--- src/rtl/fixed_point_adder_arbiter.sv ---
// fixed_point_adder_arbiter
// Shares one externally registered fixed-point adder between NUM_REQ
// requesters. A combinational arbiter picks one valid requester per cycle,
// its operands are registered onto add_port1/add_port2, and a {valid, id}
// tag pipeline runs alongside the adder so that the adder result can be
// returned with the owning requester's index.
//
// Build option: define FPADD_ARB_FIXED_PRIO_EN to replace round-robin
// arbitration with fixed priority (lowest valid index wins, no rr_ptr).
//
// Timing for an operation accepted in cycle t:
//   t+1            operands on add_port1/add_port2, tag stage 0
//   t+1+ADD_LAT    add_result valid, tag stage ADD_LAT
//   t+2+ADD_LAT    rsp_valid/rsp_id/rsp_data
module fixed_point_adder_arbiter #(
  parameter int NUM_REQ = 4,
  parameter int DATA_W  = 26,
  parameter int ADD_LAT = 1,
  localparam int ID_W   = $clog2(NUM_REQ)
) (
  input  logic                      clk,
  input  logic                      GlobalReset,
  input  logic [NUM_REQ-1:0]        req_valid,
  output logic [NUM_REQ-1:0]        req_ready,
  input  logic [NUM_REQ*DATA_W-1:0] req_a,
  input  logic [NUM_REQ*DATA_W-1:0] req_b,
  output logic [DATA_W-1:0]         add_port1,
  output logic [DATA_W-1:0]         add_port2,
  input  logic [DATA_W-1:0]         add_result,
  output logic                      rsp_valid,
  output logic [ID_W-1:0]           rsp_id,
  output logic [DATA_W-1:0]         rsp_data
);

  if (NUM_REQ < 2 || NUM_REQ > 8) begin : g_bad_num_req
    $error("fixed_point_adder_arbiter: NUM_REQ must be 2..8");
  end
  if (ADD_LAT < 1 || ADD_LAT > 4) begin : g_bad_add_lat
    $error("fixed_point_adder_arbiter: ADD_LAT must be 1..4");
  end

  logic [NUM_REQ-1:0] grant;
  logic [ID_W-1:0]    grant_id;
  logic               hs;
  logic [DATA_W-1:0]  sel_a;
  logic [DATA_W-1:0]  sel_b;

  logic [ADD_LAT:0]   tag_valid;
  logic [ID_W-1:0]    tag_id [ADD_LAT+1];

`ifdef FPADD_ARB_FIXED_PRIO_EN

  // Fixed priority: scan from the top down so the lowest valid index is the
  // last (winning) assignment.
  always_comb begin
    grant    = '0;
    grant_id = '0;
    hs       = 1'b0;
    for (int k = NUM_REQ - 1; k >= 0; k--) begin
      if (req_valid[k]) begin
        grant_id = ID_W'(k);
        hs       = 1'b1;
      end
    end
    if (GlobalReset) begin
      hs = 1'b0;
    end
    if (hs) begin
      grant[grant_id] = 1'b1;
    end
  end

`else

  logic [ID_W-1:0] rr_ptr;
  logic [ID_W-1:0] cand;

  // Round-robin: walk candidates from farthest to nearest offset from
  // rr_ptr, so the first valid requester at or above rr_ptr (with wrap)
  // ends up as the winner.
  always_comb begin
    grant    = '0;
    grant_id = '0;
    hs       = 1'b0;
    cand     = '0;
    for (int k = NUM_REQ - 1; k >= 0; k--) begin
      cand = ID_W'((int'(rr_ptr) + k) % NUM_REQ);
      if (req_valid[cand]) begin
        grant_id = cand;
        hs       = 1'b1;
      end
    end
    if (GlobalReset) begin
      hs = 1'b0;
    end
    if (hs) begin
      grant[grant_id] = 1'b1;
    end
  end

  // Priority pointer moves one past the winner; holds when nothing is granted.
  always_ff @(posedge clk) begin
    if (GlobalReset) begin
      rr_ptr <= '0;
    end else if (hs) begin
      if (grant_id == ID_W'(NUM_REQ - 1)) begin
        rr_ptr <= '0;
      end else begin
        rr_ptr <= grant_id + ID_W'(1);
      end
    end
  end

`endif

  assign req_ready = grant;

  // Operand select for the granted requester (grant is one-hot or zero).
  always_comb begin
    sel_a = '0;
    sel_b = '0;
    for (int k = 0; k < NUM_REQ; k++) begin
      if (grant[k]) begin
        sel_a = req_a[k*DATA_W +: DATA_W];
        sel_b = req_b[k*DATA_W +: DATA_W];
      end
    end
  end

  // Adder input registers; they keep their value between handshakes.
  always_ff @(posedge clk) begin
    if (GlobalReset) begin
      add_port1 <= '0;
      add_port2 <= '0;
    end else if (hs) begin
      add_port1 <= sel_a;
      add_port2 <= sel_b;
    end
  end

  // Tag pipeline: stage k lines up with the operation k cycles after the
  // operands reach the adder; stage ADD_LAT lines up with add_result.
  always_ff @(posedge clk) begin
    if (GlobalReset) begin
      tag_valid <= '0;
      for (int k = 0; k <= ADD_LAT; k++) begin
        tag_id[k] <= '0;
      end
    end else begin
      tag_valid <= {tag_valid[ADD_LAT-1:0], hs};
      tag_id[0] <= grant_id;
      for (int k = 1; k <= ADD_LAT; k++) begin
        tag_id[k] <= tag_id[k-1];
      end
    end
  end

  // Response register; id/data hold their last value while no tag emerges.
  always_ff @(posedge clk) begin
    if (GlobalReset) begin
      rsp_valid <= 1'b0;
      rsp_id    <= '0;
      rsp_data  <= '0;
    end else begin
      rsp_valid <= tag_valid[ADD_LAT];
      if (tag_valid[ADD_LAT]) begin
        rsp_id   <= tag_id[ADD_LAT];
        rsp_data <= add_result;
      end
    end
  end

endmodule

--- config.mk ---
export PLATFORM = sky130hd
export DESIGN_NAME = fixed_point_adder_arbiter
export DESIGN_NICKNAME = d
export VERILOG_FILES = /design/src/rtl/fixed_point_adder_arbiter.sv
export SDC_FILE = /design/constraint.sdc
export NUM_CORES = 1
export LEC_CHECK = 0
export BUFFER_PORTS_ARGS = -buffer_cell sky130_fd_sc_hd__buf_2
export CORE_AREA = 4 4 124 126
export CTS_BUF_LIST = sky130_fd_sc_hd__clkbuf_4 sky130_fd_sc_hd__clkbuf_8
export CTS_CLUSTER_DIAMETER = 30
export DETAILED_ROUTE_END_ITERATION = 8
export DIE_AREA = 0 0 128 130
export HOLD_SLACK_MARGIN = 0.12
export PLACE_DENSITY = 0.75
export SLEW_MARGIN = 20
export SYNTH_ARGS = -nofsm -noshare
export SYNTH_HDL_FRONTEND = slang
export SYNTH_SLANG_ARGS = --single-unit
--- constraint.sdc ---
create_clock -name clk -period 5.45 [get_ports clk]
set_input_delay 0.545 -clock clk [delete_from_list [all_inputs] [get_ports clk]]
set_output_delay 0.545 -clock clk [all_outputs]
set_load 0.05 [all_outputs]
==> results of run 1 <==
## placed cells by master, fill, tap and decap left out, types with 3 or more instances in the layout
cell and n:
a21oi_1 15, a22o_1 6, a311oi_2 6, a32o_1 44
and2_1 4, buf_2 324, buf_4 6, clkbuf_8 11
dfxtp_1 89, inv_1 8, mux2i_1 28, nand2_1 134
nand2b_1 10, nand3_1 6, nand3b_1 8, nor2_1 38
nor2b_1 50, nor3_1 3, o211ai_1 44, o21ai_0 44
## through the flow
stage	util (%)	power, W
6_report	47.6	0.00247
4_1_cts	47.4	0.00250
2_1_floorplan	-	0.00169
3_3_place_gp	46.0	0.00200
3_5_place_dp	46.0	0.00201
5_1_grt	47.6	0.00263
## layout make-up
type / count / share of cell area (%)
inverter: 8 / 0.441
tap: 184 / 3.38
sequential: 89 / 26.1
multi-input combinational: 460 / 42.2
clock buffer: 11 / 2.22
clock inverter: 4 / 0.771
timing repair buffer: 331 / 24.9
## cell usage after synthesis (all sizes together) (6+ instances only)
cell type,number
nand2,134
nand3,6
nor2b,50
o21ai,44
a21oi,15
dfxtp,89
clkbuf,30
buf,28
nand2b,10
a22o,6
a311oi,6
nand3b,8
nor2,41
mux2i,28
inv,8
o211ai,44
a32o,44
## state kept, by name (all words and copies together) (netlist names)
| name | flops |
|---|---|
| rsp_id | 2 |
| rsp_valid | 1 |
| tag_id | 4 |
| rr_ptr | 2 |
| rsp_data | 26 |
| tag_valid | 2 |
| add_port2 | 26 |
| add_port1 | 26 |
## worst max-delay path: cells and delay by family
| family | cells | cell delay, ns |
|---|---|---|
| compound gates | 1 | 0.36 |
| buf+inv | 2 | 0.39 |
| simple gates | 3 | 0.57 |
| fa+ha+maj | 1 | 0.79 |
## power by group through the flow
stage | Combinational (W) | Clock [W] | Sequential, W
floorplan | 0.000521 | 0 | 0.00117
global route | 0.00129 | 0.000519 | 0.000823
finish | 0.00119 | 0.000469 | 0.000812
global placement | 0.00118 | 0 | 0.000822
detailed placement | 0.00119 | 0 | 0.000826
CTS | 0.00119 | 0.000494 | 0.000812
## metal layers
metal	track usage, %	wire (um)	vias up
met4	7.37	363	0
li1	-	-	2741
met2	34.6	8470	268
met3	4.87	1500	25
met5	0	0	-
met1	22.4	6800	2462
## logic make-up after synthesis
group                    synth area share [%]
AO/OA/AOI/OAI                            25.6
adder cells (fa/ha/maj)                  1.01
buffers and inverters                    6.54
flip-flops                               36.1
multiplexers                             5.68
AND/OR/NAND/NOR                          25.1
## final timing paths
path | depth (start not counted) | to | slack, ns
max | 7 | req_ready[0] | 2.18
min | 3 | rsp_data[15] | 0.41
max reg2reg | 7 | add_port2[4] | 2.44
min reg2reg | 1 | tag_valid[1] | 0.44
==> results by group, run 1 <==
Die
  – Core Area: 0.0143 mm2
  – Die area: 0.0166 mm2
  – Die H: 130 um
  – Starting Density: 34.5%
  – Row Count: 44
  – Num ports: 325
  – Chip Width: 128 um

Power
  – Reg power frac: 32.9%
  – Pwr dens: 362 mW/mm2
  – Comb pwr share: 48.1%
  – P_int: 0.00139 W
  – Clock share of power: 19.0%
  – Maximum vdd drop: 165 uV
  – Leak pwr: 3.14 nW
  – Switching Fraction: 43.6%
  – NetSw: 0.00108 W

Synthesis
  – Cell variety after synth: 34
  – Number of synthesized flops with an enable pin: 0
  – #FFs+latches synth: 89
  – Cell count after synthesis: 615
  – Top FF cell, synth: dfxtp_1
  – Asr flop ratio synth: 0%
  – Post-Syn Area: 0.00494 mm2
  – Share of the synthesized area in the top cell type: 36.1%
  – Yosys warns: 0
  – Synth top area cells: dfxtp_1, nand2_1, a32o_1
  – Syn Nets: 859
  – Avg Cell Area, Syn: 8.03 um2
  – Sequential fraction of the synthesis area: 36.1%
  – Cell taking the most area after synthesis: dfxtp_1

Clocking
  – CTS clk-pin slew, worst paths: 0.09 ns
  – Hold_buf cts: 0
  – CTS resizes: 0
  – CTS Sinks: 89
  – Setup bufs post-CTS: 0
  – Htree depth: 3
  – Clock Path Buffers: 2
  – Worst-Skew Late Latency: 0.36 ns
  – Clk root buf: clkbuf_8
  – Total CTS buffers: 9
  – CTS tree: yes

Place
  – Post-placement cell area: 0.00659 mm2
  – Gpl congestion: 0.881
  – Port Buffers: 324
  – Dpl hpwl: 12900 um
  – Pre-CTS setup slack: 2.01 ns
  – Placed insts: 1071

Critical path
  – CP Class: in2out
  – Critical Path RT: 4.91 ns
  – CP max stage delay: 0.79 ns
  – Crit path capture type: output port
  – Top cell by count, worst path: buf_2
  – Worst reg2reg path startpoint: rr_ptr[0]
  – Crit Path Max Fanout: 48
  – Startpoint types: primary input
  – CP max-delay cell: ha_2
  – CP startpoint: req_valid[3]
  – CP cell instances: buf_2, nand2b_1, a21boi_0, or3_1, ha_2, and2_1, buf_2
  – CP arrival: 2.72 ns

STA
  – Max-slew headroom: 36.5%
  – Worst-margin pin slew: 0.952 ns
  – Worst setup margin: 2.18 ns
  – Setup TNS: 0 ns
  – Final Hold Fails: 0
  – Final setup viols: 0
  – Min Tclk post-route: 3.27 ns
  – Layout Skew: 0.0116 ns
  – Final slew viol count: 0
  – Period utilization: 59.9%
  – Unrepaired setup endpoints after global routing: false
  – WHS: 0.415 ns
  – Max Clock Freq: 0.306 GHz

GRT
  – Largest net degree at the start of global routing: 68
  – Vias in the first global route: 5118
  – GRT Overall Usage: 19.4%
  – Total gr overflow: 0
  – First-pass GRT wire length: 25600 um
  – Initial antenna violation count: 0

Route
  – Iteration-0 DRC Markers: 261
  – Antenna viol nets, final: 0
  – Via count: 5496
  – DRC Markers: 0
  – First-pass iteration count of the detailed router: 4
  – Via density: 5.06
  – Total Wirelength: 17100 um
  – Routed len/inst: 15.8 um

Layout
  – Area grow syn2layout: 38.0%
  – Area occupied by multi-input gates: 0.00288 mm2
  – Post-route cell area: 0.00682 mm2
  – Register area: 0.00178 mm2
  – Non-Filler Instances: 1087
  – Fill count: 1431
  – Ant. Diodes: 0
  – Nets: 1143
  – Share of post-route cells with drive strength above 1: 40.0%

Hold path
  – Hold Path Origin: add_result[15]
  – Hold WC Path Type: in2reg

Outcome
  – Status: completed

Flow run
  – Max-Cap Viols: 0
Note: power is estimated with default switching activity, not from simulation.
==> run 2: changes to the inputs <==
--- a/config.mk
+++ b/config.mk
@@ -6,13 +6,13 @@
 export NUM_CORES = 1
 export LEC_CHECK = 0
 export BUFFER_PORTS_ARGS = -buffer_cell sky130_fd_sc_hd__buf_2
-export CORE_AREA = 4 4 124 126
+export CORE_AREA = 4 4 125 127
 export CTS_BUF_LIST = sky130_fd_sc_hd__clkbuf_4 sky130_fd_sc_hd__clkbuf_8
 export CTS_CLUSTER_DIAMETER = 30
 export DETAILED_ROUTE_END_ITERATION = 8
-export DIE_AREA = 0 0 128 130
+export DIE_AREA = 0 0 129 131
 export HOLD_SLACK_MARGIN = 0.12
-export PLACE_DENSITY = 0.75
+export PLACE_DENSITY = 0.74
 export SLEW_MARGIN = 20
 export SYNTH_ARGS = -nofsm -noshare
 export SYNTH_HDL_FRONTEND = slang
==> constraint.sdc (replaced) <==
create_clock -name clk -period 3.4 [get_ports clk]
set_input_delay 0.34 -clock clk [delete_from_list [all_inputs] [get_ports clk]]
set_output_delay 0.34 -clock clk [all_outputs]
set_load 0.05 [all_outputs]
==> run 2 against run 1 <==
Final cell count grew 0.46%. Critical endpoint is now req_ready[3]. Core utilization is essentially flat. Die area is 1.6% higher. Clock skew up 0.00060 ns. Critical path depth decreased by 1. Via count grew 0.71%. Critical path type is now reg2out. Count of clock-buffer cells in the layout fell by 1. Combinational power increased by 65%. Non-clock buffer count up 4. Cell area rose by 0.81%.
==> results by group, run 2 (synthesis gave the netlist of run 1 again) <==
Die
  – Die H: 131 um (was 130 um)
  – Chip Width: 129 um (was 128 um)
  – Core Area: 0.0144 mm2 (was 0.0143 mm2)
  – Row Count: 44 (unchanged)
  – Num ports: 325 (unchanged)
  – Die area: 0.0169 mm2 (was 0.0166 mm2)
  – Starting Density: 34.2% (was 34.5%)

Clocking
  – CTS clk-pin slew, worst paths: 0.09 ns (about the same)
  – CTS tree: yes (unchanged)
  – Worst-Skew Late Latency: 0.36 ns (about the same)
  – Clk root buf: clkbuf_8 (unchanged)
  – Clock Path Buffers: 2 (unchanged)
  – Total CTS buffers: 9 (unchanged)
  – Hold_buf cts: 0 (unchanged)
  – CTS Sinks: 89 (unchanged)
  – CTS resizes: 0 (unchanged)
  – Setup bufs post-CTS: 0 (unchanged)
  – Htree depth: 3 (unchanged)

Power
  – Pwr dens: 574 mW/mm2 (was 362 mW/mm2)
  – Comb pwr share: 49.7% (was 48.1%)
  – Leak pwr: 3.16 nW (was 3.14 nW)
  – NetSw: 0.00177 W (was 0.00108 W)
  – Reg power frac: 33.0% (was 32.9%)
  – Switching Fraction: 44.8% (was 43.6%)
  – Clock share of power: 17.4% (was 19.0%)
  – P_int: 0.00217 W (was 0.00139 W)
  – Maximum vdd drop: 276 uV (was 165 uV)
  – Tot Pwr: 0.00394 W (was 0.00247 W)

STA
  – Worst-margin pin slew: 0.840 ns (was 0.952 ns)
  – Final Hold Fails: 0 (unchanged)
  – Final setup viols: 0 (unchanged)
  – Worst setup margin: 0.629 ns (was 2.18 ns)
  – Final slew viol count: 0 (unchanged)
  – Period utilization: 81.5%
  – Min Tclk post-route: 2.77 ns
  – Unrepaired setup endpoints after global routing: false (unchanged)
  – Layout Skew: 0.0122 ns (was 0.0116 ns)
  – Max-slew headroom: 44.0% (was 36.5%)
  – Setup TNS: 0 ns (unchanged)
  – Max Clock Freq: 0.361 GHz

Layout
  – Util after Layout: 47.6% (about the same)
  – Nets: 1147 (was 1143)
  – Commonest non-fill, non-tap cell in the layout: buf_2 (unchanged)
  – Share of post-route cells with drive strength above 1: 40.3% (was 40.0%)
  – Top flop regs: add_port1: 26 flops, add_port2: 26 flops, rsp_data: 26 flops (unchanged)
  – Fill count: 1416 (was 1431)
  – Ant. Diodes: 0 (unchanged)
  – Area grow syn2layout: 39.1% (was 38.0%)
  – Commonest cells after routing, fill and taps aside: buf_2, nand2_1, dfxtp_1 (unchanged)

Place
  – Gpl congestion: 0.895 (was 0.881)
  – Port Buffers: 324 (unchanged)
  – Dpl hpwl: 13200 um (was 12900 um)
  – Pre-CTS setup slack: 0.332 ns (was 2.01 ns)

Critical path
  – CP arrival: 2.43 ns (was 2.72 ns)
  – WP buf/inv: 1 (was 2)
  – CP cell instances: nand2b_1, a21boi_0, nor3_1, ha_4, and2_1, buf_2 (was buf_2, nand2b_1, a21boi_0, or3_1, ha_2, and2_1, buf_2)
  – Crit Path Max Fanout: 24 (was 48)
  – R2R Setup Slk: 0.83 ns (was 2.44 ns)
  – Worst reg2reg path startpoint: rr_ptr[0] (unchanged)
  – Startpoint types: flop (was primary input)
  – Crit-path leading delay family: simple AND/OR/NAND/NOR gates (was adder cells)
  – Critical Path RT: 3.06 ns (was 4.91 ns)
  – R2R Path End: add_port2[14] (was add_port2[4])
  – CP max-delay cell: nor3_1 (was ha_2)
  – Crit path capture type: output port (unchanged)
  – CP max stage delay: 0.58 ns (was 0.79 ns)
  – Worst r2r path cells: 7 (unchanged)
  – CP Class: reg2out (was in2out)

Route
  – Met2 WL: 8920 um (was 8470 um)
  – DR WL met3: 1720 um (was 1500 um)
  – Via density: 5.07 (was 5.06)
  – Total Wirelength: 17900 um (was 17100 um)
  – First-pass iteration count of the detailed router: 5 (was 4)
  – Antenna viol nets, final: 0 (unchanged)
  – Iteration-0 DRC Markers: 296 (was 261)
  – Via count: 5535 (was 5496)
  – Highest routing layer actually used: met4 (unchanged)
  – Routed len/inst: 16.4 um (was 15.8 um)
  – M1 wire length: 6950 um (was 6800 um)
  – DRC Markers: 0 (unchanged)

GRT
  – Initial antenna violation count: 0 (unchanged)
  – Vias in the first global route: 5252 (was 5118)
  – Largest net degree at the start of global routing: 68 (unchanged)
  – First-pass GRT wire length: 26600 um (was 25600 um)
  – Total gr overflow: 0 (unchanged)
  – GRT Overall Usage: 20.0% (was 19.4%)

Hold path
  – Hold worst-path end: rsp_data[6] (was rsp_data[15])
  – Hold Path Origin: add_result[6] (was add_result[15])
  – Hold WC Path Type: in2reg (unchanged)
  – WHS Path Cells: 3 (unchanged)

Outcome
  – Status: completed (unchanged)

Flow run
  – Max-Cap Viols: 0 (unchanged)
## run 2: tightest hold or removal path: cells and delay by family
| family | cells | cell delay, ns |
|---|---|---|
| buffers and inverters | 1 | 0.07 |
| AND/OR/NAND/NOR | 1 | 0.07 |
| multiplexers | 1 | 0.05 |
## run 2: area by class of cell
type                    count  area, um2  area share (%)
repair buffers            335       1770            25.8
multi-input cells         460       2880            41.9
flip-flops and latches     89       1780            25.9
clock buffers              10        138            2.00
clock inverters             6       41.3           0.601
inverters                   8       30.0           0.437
well taps                 184        230            3.35
## run 2: layer usage
layer / up-vias / track usage (%)
li1: 2751 / -
met1: 2493 / 23.4
met2: 269 / 35.7
met3: 22 / 5.49
met4: 0 / 5.56
met5: - / 0
## run 2: power by group through the flow
stage,combinational [W],sequential (W),clock [W]
3_3_place_gp,0.00194,0.00132,0
6_report,0.00196,0.00130,0.000684
4_1_cts,0.00196,0.00130,0.000718
3_5_place_dp,0.00195,0.00132,0
2_1_floorplan,0.000835,0.00187,0
5_1_grt,0.00212,0.00132,0.000754
## run 2: worst max path at each step
stage / startpoint / endpoint / slack (ns) / cells past startpoint
floorplan: req_valid[3] / req_ready[0] / 0.94 / 7
global placement: req_valid[3] / add_port1[12] / 0.43 / 8
detailed placement: req_valid[3] / add_port1[6] / 0.33 / 8
CTS: rr_ptr[0] / add_port1[17] / 0.49 / 7
global route: rr_ptr[0] / req_ready[3] / 0.51 / 6
finish: rr_ptr[0] / req_ready[3] / 0.63 / 6
## run 2: per-stage QoR
stage,std cells,hold WS (ns),instance area (um2)
floorplan,615,0.414,4940
detailed placement,1075,0.423,6670
global placement,1075,0.420,6670
finish,1092,0.211,6870
global route,1092,0.187,6870
CTS,1091,0.184,6840
==> run 3: changes to the inputs <==
--- a/config.mk
+++ b/config.mk
@@ -5,14 +5,15 @@
 export SDC_FILE = /design/constraint.sdc
 export NUM_CORES = 1
 export LEC_CHECK = 0
+export ABC_AREA = 1
 export BUFFER_PORTS_ARGS = -buffer_cell sky130_fd_sc_hd__buf_2
-export CORE_AREA = 4 4 125 127
+export CORE_AREA = 4 4 124 126
 export CTS_BUF_LIST = sky130_fd_sc_hd__clkbuf_4 sky130_fd_sc_hd__clkbuf_8
 export CTS_CLUSTER_DIAMETER = 30
 export DETAILED_ROUTE_END_ITERATION = 8
-export DIE_AREA = 0 0 129 131
+export DIE_AREA = 0 0 128 130
 export HOLD_SLACK_MARGIN = 0.12
-export PLACE_DENSITY = 0.74
+export PLACE_DENSITY = 0.85
 export SLEW_MARGIN = 20
 export SYNTH_ARGS = -nofsm -noshare
 export SYNTH_HDL_FRONTEND = slang
==> constraint.sdc (replaced) <==
create_clock -name clk -period 2.6 [get_ports clk]
set_input_delay 0.26 -clock clk [delete_from_list [all_inputs] [get_ports clk]]
set_output_delay 0.26 -clock clk [all_outputs]
set_load 0.05 [all_outputs]
==> run 3 against run 2 <==
Sequential power grew 62%. Count of clock-buffer cells in the layout shrank 1. Sequential share of layout area shrank 6.1 points. Total power grew to 3.3 times the previous value. First-iteration DRC count grew 84%. Global-route usage grew 6.7 points. Synthesized cell count grew 81%. Final cell count grew 47%. Wire length grew 38%. Register-to-register slack lost 0.77 ns. Critical path depth grew 8. Largest cell class unchanged.
==> results by group, run 3 <==
Outcome
  – Status: completed (unchanged)

Die
  – Starting Density: 44.1% (was 34.2%)
  – Chip Width: 128 um (was 129 um)
  – Die H: 130 um (was 131 um)
  – Row Count: 44 (unchanged)
  – Die area: 0.0166 mm2 (was 0.0169 mm2)
  – Core Area: 0.0143 mm2 (was 0.0144 mm2)
  – Num ports: 325 (unchanged)

Power
  – Leak pwr: 5.11 nW (was 3.16 nW)
  – Pwr dens: 1450 mW/mm2 (was 574 mW/mm2)
  – Maximum vdd drop: 847 uV (was 276 uV)

Clocking
  – CTS clk-pin slew, worst paths: 0.10 ns (was 0.09 ns)
  – CTS tree: yes (unchanged)
  – Clk root buf: clkbuf_8 (unchanged)
  – Total CTS buffers: 9 (unchanged)
  – Clock Path Buffers: 2 (unchanged)
  – CTS Sinks: 89 (unchanged)
  – Htree depth: 3 (unchanged)
  – Worst-Skew Late Latency: 0.37 ns (was 0.36 ns)

Layout
  – Commonest cells after routing, fill and taps aside: buf_2, nand2_1, nor2_1 (was buf_2, nand2_1, dfxtp_1)
  – Commonest non-fill, non-tap cell in the layout: buf_2 (unchanged)
  – Nets: 1658 (was 1147)
  – Share of post-route cells with drive strength above 1: 31.8% (was 40.3%)
  – Top flop regs: add_port1: 26 flops, add_port2: 26 flops, rsp_data: 26 flops (unchanged)
  – Util after Layout: 63.0% (was 47.6%)
  – Area grow syn2layout: 43.0% (was 39.1%)

Critical path
  – Crit Path Max Fanout: 7 (was 24)
  – CP Class: reg2out (unchanged)
  – CP arrival: 2.31 ns (was 2.43 ns)
  – Critical Path RT: 2.34 ns (was 3.06 ns)
  – Startpoint types: flop (unchanged)
  – CP max stage delay: 0.39 ns (was 0.58 ns)
  – Crit path capture type: output port (unchanged)
  – CP cell instances: inv_6, nand2_1, nand2_4, nand2_1, nand2_2, nor2_4, o21ai_2, o21a_1, buf_6, ha_4, buf_6, inv_2, nor2_4, buf_12 (was nand2b_1, a21boi_0, nor3_1, ha_4, and2_1, buf_2)
  – CP max-delay cell: dfxtp_4 (was nor3_1)

STA
  – Min Tclk post-route: 2.57 ns
  – Final setup viols: 0 (unchanged)
  – Max-slew headroom: 41.4% (was 44.0%)
  – Period utilization: 98.7%
  – Setup TNS: 0 ns (unchanged)
  – Worst-margin pin slew: 0.878 ns (was 0.840 ns)
  – Final slew viol count: 0 (unchanged)
  – Worst setup margin: 0.0340 ns (was 0.629 ns)
  – Max Clock Freq: 0.390 GHz
  – Final Hold Fails: 0 (unchanged)
  – Unrepaired setup endpoints after global routing: true (was false)
  – WHS: 0.140 ns (was 0.211 ns)
  – Layout Skew: 0.0124 ns (was 0.0122 ns)

Synthesis
  – Cell variety after synth: 25 (was 34)
  – Post-Syn Area: 0.00631 mm2 (was 0.00494 mm2)
  – Syn Nets: 1356 (was 859)
  – Cell count after synthesis: 1112 (was 615)
  – #FFs+latches synth: 89 (unchanged)
  – Avg Cell Area, Syn: 5.68 um2 (was 8.03 um2)
  – Number of synthesized flops with an enable pin: 0 (unchanged)
  – Asr flop ratio synth: 0% (unchanged)
  – Commonest cells in the netlist: nand2_1, nor2_1, nand4_1 (was nand2_1, dfxtp_1, nor2b_1)
  – Share of the synthesized area in the top cell type: 28.2% (was 36.1%)
  – Count leader, synth: nand2_1 (unchanged)
  – Top FF cell, synth: dfxtp_1 (unchanged)
  – Yosys warns: 0 (unchanged)
  – Synth top area cells: dfxtp_1, nand2_1, nand4_1 (was dfxtp_1, nand2_1, a32o_1)
  – Sequential fraction of the synthesis area: 28.2% (was 36.1%)
  – Cell taking the most area after synthesis: dfxtp_1 (unchanged)

Route
  – Total Wirelength: 24700 um (was 17900 um)
  – DRC Markers: 0 (unchanged)
  – Via count: 8387 (was 5535)
  – Iteration-0 DRC Markers: 544 (was 296)
  – First-pass iteration count of the detailed router: 6 (was 5)
  – Routed len/inst: 15.4 um (was 16.4 um)
  – Antenna viol nets, final: 0 (unchanged)
  – Via density: 5.23 (was 5.07)

GRT
  – GRT Overall Usage: 26.6% (was 20.0%)
  – Largest net degree at the start of global routing: 108 (was 68)
  – Total gr overflow: 0 (unchanged)
  – Vias in the first global route: 7414 (was 5252)
  – Initial antenna violation count: 5 (was 0)
  – First-pass GRT wire length: 36100 um (was 26600 um)

Place
  – Gpl congestion: 0.865 (was 0.895)
  – Port Buffers: 324 (unchanged)
  – Dpl hpwl: 16800 um (was 13200 um)
  – Pre-CTS setup slack: 0.0289 ns (was 0.332 ns)

Hold path
  – Hold WC Path Type: in2reg (unchanged)

Flow run
  – Max-Cap Viols: 0 (unchanged)
==> run 3: changes by cell type after synthesis, sizes merged, moves of 10 or more <==
cell    before  now
o211ai      44    0
nand4        0  138
nor2        41  211
a21oi       15   61
nand2b      10    0
clkbuf      30   47
a32o        44    0
inv          8  129
buf         28   48
nor2b       50    0
nand2      134  340
mux2i       28    0
==> run 3: path summary, 6_finish.rpt <==
check	startpoint	endpoint	slack (ns)	cells after the start
worst max register to register	rr_ptr[0]	add_port1[24]	0.06	20
worst min register to register	tag_id[0][1]	tag_id[1][1]	0.41	2
worst max-delay path	rr_ptr[0]	req_ready[1]	0.03	14
worst min-delay path	add_result[16]	rsp_data[16]	0.14	3
==> run 3: power breakdown <==
part	switching (W)	internal (W)
clock	0.000562	0.000551
sequential	0.000262	0.00184
combinational	0.00637	0.00351
total	0.00719	0.00590
==> run 3: through the flow <==
step | power, W | area [um2] | instances
CTS | 0.0119 | 8610 | 1591
global route | 0.0141 | 9020 | 1604
floorplan | 0.00829 | 6320 | 1112
global placement | 0.0105 | 8100 | 1551
finish | 0.0131 | 9020 | 1604
detailed placement | 0.0106 | 8100 | 1551
==> run 3: cell families after synthesis <==
| group | after synthesis | share of synthesized area (%) |
|---|---|---|
| AOI/OAI and AO/OA | 100 | 8.03 |
| adders and majority gates | 4 | 0.793 |
| and+or+nand+nor | 695 | 47.7 |
| DFF | 89 | 28.2 |
| buffers and inverters | 224 | 15.2 |
==> run 3: final cells by class <==
type	instances	area, um2
clock inverters	7	98.8
flip-flops and latches	89	1790
clock buffers	9	124
diodes	1	2.50
inverters	129	504
multi-input cells	799	3800
well taps	184	230
fillers	1311	5290
repair buffers	386	2480
==> run 3: critical path, delay by kind of cell (launching register included) <==
family | cells | cell delay, ns
buf+inv | 5 | 0.52
compound gates | 2 | 0.29
flops | 1 | 0.39
simple gates | 6 | 0.57
fa+ha+maj | 1 | 0.18
==> run 3: repair_timing <==
action / CTS / global route
setup endpoints to repair: 4 / 56
pin swaps: 5 / 28
gates cloned: 0 / 5
buffers inserted: 6 / 7
gates resized for setup: 20 / 69
hold endpoints to repair: 18 / 0
hold buffers: 18 / 0
==> run 3: metal layers <==
layer	GRT usage, %	part of all wire (%)	up-vias
li1	-	-	4122
met1	30.6	37	3766
met5	0	0.17	-
met2	48.0	50	435
met4	9.49	2.6	8
met3	6.63	9.8	56
